==> src/rtl/add_seq_ctrl.sv <==
// Nibble-serial adder sequencer: steps a W-bit addition through an external
// 4-bit adder stage, one nibble per cycle, and presents the full sum on done.
module add_seq_ctrl #(
    parameter int N_NIB = 4
) (
    input  logic                 clk,
    input  logic                 rst_n,
    input  logic                 start,
    input  logic [4*N_NIB-1:0]   op_a,
    input  logic [4*N_NIB-1:0]   op_b,
    input  logic                 c_in,
    output logic [3:0]           add_a,
    output logic [3:0]           add_b,
    output logic                 add_cin,
    input  logic [3:0]           add_sum,
    input  logic                 add_cout,
    output logic                 busy,
    output logic                 done,
    output logic [4*N_NIB-1:0]   result,
    output logic                 c_out
);
    localparam int IW = (N_NIB > 1) ? $clog2(N_NIB) : 1;

    typedef enum logic [1:0] {IDLE, RUN, DONE} state_t;

    state_t                  state, state_nxt;
    logic [N_NIB-1:0][3:0]   a_q, b_q, sum_q, sum_nxt;
    logic                    carry_q;
    logic [IW-1:0]           idx_q;
    logic                    last;

    assign last = (idx_q == IW'(N_NIB - 1));

    always_ff @(posedge clk or negedge rst_n) begin
        if (!rst_n) state <= IDLE;
        else        state <= state_nxt;
    end

    always_comb begin
        state_nxt = state;
        add_a     = 4'd0;
        add_b     = 4'd0;
        add_cin   = 1'b0;
        busy      = 1'b0;
        done      = 1'b0;
        sum_nxt   = sum_q;
        case (state)
            IDLE: if (start) state_nxt = RUN;
            RUN: begin
                busy           = 1'b1;
                add_a          = a_q[idx_q];
                add_b          = b_q[idx_q];
                add_cin        = carry_q;
                sum_nxt[idx_q] = add_sum;
                if (last) state_nxt = DONE;
            end
            DONE: begin
                busy      = 1'b1;
                done      = 1'b1;
                state_nxt = IDLE;
            end
            default: state_nxt = IDLE;
        endcase
    end

    // result only updates on the final nibble, so partial sums stay hidden in sum_q
    always_ff @(posedge clk or negedge rst_n) begin
        if (!rst_n) begin
            a_q     <= '0;
            b_q     <= '0;
            sum_q   <= '0;
            carry_q <= 1'b0;
            idx_q   <= '0;
            result  <= '0;
            c_out   <= 1'b0;
        end else begin
            case (state)
                IDLE: if (start) begin
                    a_q     <= op_a;
                    b_q     <= op_b;
                    carry_q <= c_in;
                    idx_q   <= '0;
                end
                RUN: begin
                    sum_q   <= sum_nxt;
                    carry_q <= add_cout;
                    if (last) begin
                        result <= sum_nxt;
                        c_out  <= add_cout;
                    end else begin
                        idx_q <= idx_q + 1'b1;
                    end
                end
                default: ;
            endcase
        end
    end
endmodule

==> config.mk <==
export PLATFORM = sky130hd
export DESIGN_NAME = add_seq_ctrl
export DESIGN_NICKNAME = d
export VERILOG_FILES = /design/src/rtl/add_seq_ctrl.sv
export SDC_FILE = /design/constraint.sdc
export NUM_CORES = 1
export LEC_CHECK = 0
export ABC_AREA = 1
export ABC_CLOCK_PERIOD_IN_PS = 2900
export BUFFER_PORTS_ARGS = -buffer_cell sky130_fd_sc_hd__buf_2
export CORE_UTILIZATION = 59
export DETAILED_ROUTE_END_ITERATION = 10
export PLACE_DENSITY_LB_ADDON = 0.1
export SLEW_MARGIN = 20
export SYNTH_ARGS = -nofsm -noshare
export SYNTH_HDL_FRONTEND = slang
export SYNTH_SLANG_ARGS = --single-unit
==> constraint.sdc <==
create_clock -name clk -period 2.9 [get_ports clk]
set_clock_uncertainty 0.05 [all_clocks]
set_input_delay 0.58 -clock clk [delete_from_list [all_inputs] [get_ports clk]]
set_output_delay 0.58 -clock clk [all_outputs]
set_load 0.01 [all_outputs]
Word level (Yosys, flattened, before mapping)
Index checks and enable logic that the tools add are counted.

Bits in registers: 70. Latch bits: 0. Memory bits (writable): 0. Memory bits (read-only): 0. Bits of input ports: 41. Output and inout bits: 28. Word-level logic and storage cells: 55. Memories kept: 0.

Add/subtract/negate cells: 1. Multipliers: 0. Div/mod/pow operators: 0. Magnitude comparators: 2. Eq/ne operators: 6. Shift operators: 0. Muxes and demuxes: 20. Bitwise operators: 0. Reductions and logical operators: 9.

Operators with widths (number): $mux 4 (5); $bmux 4 s2 (2); $bwmux 16 (1); $demux 4 s2 (1); $mux 2 (4); $pmux 2 s2 (2); $reduce_and 2->1 (4); $ne 2x2->1 const B (3); $eq 2x2->1 const B (2); $mux 1 (4); $lt 2x3->1 const B (1); $reduce_and 3->1 (1); $add 2x1->2 const B (1); $eq 2x1->1 const B (1); $ge 2x1->1 const B (1); $logic_not 2->1 (1); $pmux 1 s2 (1); $reduce_bool 2->1 (1); $reduce_or 2->1 (1); $logic_and 1x1->1 (1).

Depth between registers and ports, before layout
Word-level depth: 5. Depth in mapped cells: 8. Depth with buffers taken out: 7.

Least setup slack after synthesis
OpenSTA, ideal clock, no wires.

Kind: flip-flop to output port. Start: reg state[1]. End: out add_cin. Arrival: 1.050 ns. Data required time: 2.270 ns. Path slack: 1.220 ns. Cell stages (with the launch flop): 7. Path buffers: 2. Path through: dfrtp_1 > inv_1 > ha_1 > buf_4 > buf_2 > nand2_1 > inv_1.

Longest elaborated chain between the ends: 2.

RTL lines: start, declared (line 26) `state_t state, state_nxt;`; start signal, assigned (line 36) `else state <= state_nxt;`; $eq 2x1->1 (line 47) `case (state)`; $mux 1 (line 47); end, declared (line 14) `output logic add_cin,`.

No other way between the ends.

Worst setup path in the final report
Start: reg idx_q[1]. End: out add_b[2].

Longest elaborated chain between the ends: 3.

RTL lines: start, declared (line 29) `logic [IW-1:0] idx_q;`; start signal, assigned (line 91) `idx_q <= idx_q + 1'b1;`; $bmux 4 s2 (line 52) `add_b = b_q[idx_q];`; $mux 4 (not written as such) (line 52); $mux 4 (line 47); end, declared (line 13) `output logic [3:0] add_b,`.

No other way between the ends. The select of a mux whose other input is x is not followed.

==> results_dict.tcl <==
set metrics [dict create \
    synth_fp_nets 462 \
    synth_area_mm2 0.00345 \
    critPathLaunchType "flop" \
    cts_htree_levels 3 \
    min_period_ns 2.49 \
    die_w_um 78.5 \
    port_buffers 68 \
    clock-sinks 69 \
    antenna_found_initial 0 \
    synthCells 410 \
    crit_slowest_cell "dfrtp_1" \
    synth_area_leaders "dfrtp_1 50%, nand2_1 13%, a21oi_2 8.1%" \
    grt_pass1_wl_um 12100 \
    drt-total-wl_um 7030 \
    cts_resized 0 \
    final_cell_mix "121 x nand2_1, 69 x dfrtp_1, 68 x buf_2" \
    drt_first_iter_violations 135 \
    grt_usage_pct 25.6 \
    ios 69 \
    start_util_pct 61.9 \
    die_h_um 78.5 \
    seq_area_frac_synth_pct 50.0 \
    drv_slew 0 \
    crit_required_ns 2.27 \
    synth_top_area_share_pct 50.0 \
    yosysTopAreaCell "dfrtp_1" \
    critical_path_class "flop to output port" \
    reg2regPathDepth 6 \
    rows 27 \
    power.leakage_nw 2.10 \
    dieArea_mm2 0.00616 \
    tritoncts "done" \
    setup_viol 0 \
    min_period_over_period_pct 85.8 \
    clkTransAtPathRegs_ns 0.07 \
    finalWorstSetupSlack_ns 0.413 \
    endpoint_kind "output port" \
    clock-root-buffer "clkbuf_8" \
    relSlewSlack_pct 47.1 \
    pre_cts_ws_ns 0.785 \
    detailed_place_hpwl_um 4820 \
    overflow 0 \
    layout_commonest_cell "nand2_1" \
    rsz0062_at_grt "false" \
    insertion_delay_ns 0.34 \
    crit_family "buffers and inverters" \
    grt_max_degree 35 \
    whs_ns 0.181 \
    ir_worst_vdd_mv 0.761 \
    drtPass1Iterations 4 \
    cp_cell_sequence "clkinv_1 -> nand3_1 -> a21oi_1 -> buf_2" \
    wl_per_cell_um 12.7 \
    powerDensity_mw_per_mm2 1070 \
    crit_cells 4 \
    final_util_pct 72.2 \
    hold_buffers 0 \
    clock.fmax_mhz 402 \
    tightest_slew_ns 0.790 \
    drtAntennaViolNets 0 \
    ys_types 18 \
    min_path_type "input pin to asynchronous set/reset pin" \
    nets 530 \
    syn_avg_cell_area_um2 8.42 \
    worst_ep_arrival_time_ns 1.86 \
    run_status "completed" \
    coreArea_mm2 0.00557 \
    postCtsSetupRepairBufs 0 \
    syn_to_final_growth_pct 16.7 \
    slowest_delay_ns 0.60 \
    path_buf_inv 2 \
    numCtsBuffers 9 \
    p_total_mw 4.32 \
    via_per_inst 5.05 \
    fin_setup_tns_ns 0 \
    ys_warn_count 0 \
    hold_viol 0 \
    worstPathMaxFanout 13 \
    drive_gt1_share_pct 26.3 \
    ys_ff_latch 69 \
    drc 0 \
    drv_cap 0 \
    antenna_cells 0 \
    gp_congestion 0.817 \
    vias 2801 \
    clk_path_buf_depth 2 \
    grt_pass1_vias 2650 \
]
layout make-up:
cell class | instances | area [µm²]
Multi-Input combinational cell | 264 | 1340
Timing Repair Buffer | 74 | 385
Tap cell | 72 | 90.1
Sequential cell | 69 | 1730
Clock inverter | 3 | 90.1
Inverter | 60 | 228
Fill cell | 479 | 1550
Clock buffer | 13 | 169
per-stage QoR:
| step | cell area, µm² | instances |
|---|---|---|
| 2_1_floorplan | 3450 | 410 |
| 3_3_place_gp | 3770 | 539 |
| 3_5_place_dp | 3770 | 539 |
| 4_1_cts | 4030 | 555 |
| 5_1_grt | 4030 | 555 |
| 6_report | 4030 | 555 |
sequential cells by signal (all words and copies together), names as in the netlist:
signal	cells
b_q	16
idx_q	2
carry_q	1
sum_q	15
result	16
state	2
c_out	1
a_q	16
routing by layer:
| metal | GRT usage [%] | vias to the layer above | part of all wire [%] |
|---|---|---|---|
| met5 | 0 | - | 0 |
| met4 | 10.6 | 0 | 1.2 |
| met3 | 3.49 | 9 | 3.7 |
| met2 | 43.5 | 61 | 50 |
| met1 | 33.1 | 1332 | 45 |
| li1 | - | 1399 | - |
cell usage after synthesis:
cell type,n
a21oi_1,10
a21oi_2,32
buf_2,3
buf_4,3
buf_6,11
clkinv_1,1
dfrtp_1,69
ha_1,11
inv_1,56
inv_2,2
inv_4,1
nand2_1,122
nand2_2,1
nand3_1,16
nand3_2,1
nor2_1,34
o21ai_0,34
o21ai_1,3
power by group:
| group | internal, mW | switching (mW) |
|---|---|---|
| registers | 1.38 | 0.173 |
| clock network | 0.643 | 0.355 |
| logic | 0.648 | 1.11 |
| total | 2.68 | 1.64 |
path summary, 6_finish.rpt:
check,end,startpoint,slack [ns]
worst max-delay path,add_b[2],idx_q[1],0.41
worst max register to register,a_q[11],state[0],0.87
max in group asynchronous,sum_q[5],rst_n,1.88
worst min register to register,c_out,c_out,0.42
worst min-delay path,result[0],rst_n,0.18
min in group clk,c_out,add_cout,0.40
logic make-up (layout without fill, tap and decap cells):
| logic type | Yosys count | count (layout) | synth area share [%] |
|---|---|---|---|
| buffers and inverters | 77 | 150 | 11.3 |
| AOI/OAI and AO/OA | 79 | 79 | 14.9 |
| adders and majority gates | 11 | 11 | 3.99 |
| DFF | 69 | 69 | 50.0 |
| and+or+nand+nor | 174 | 174 | 19.8 |
No activity file was read; power rests on OpenSTA's default activity.
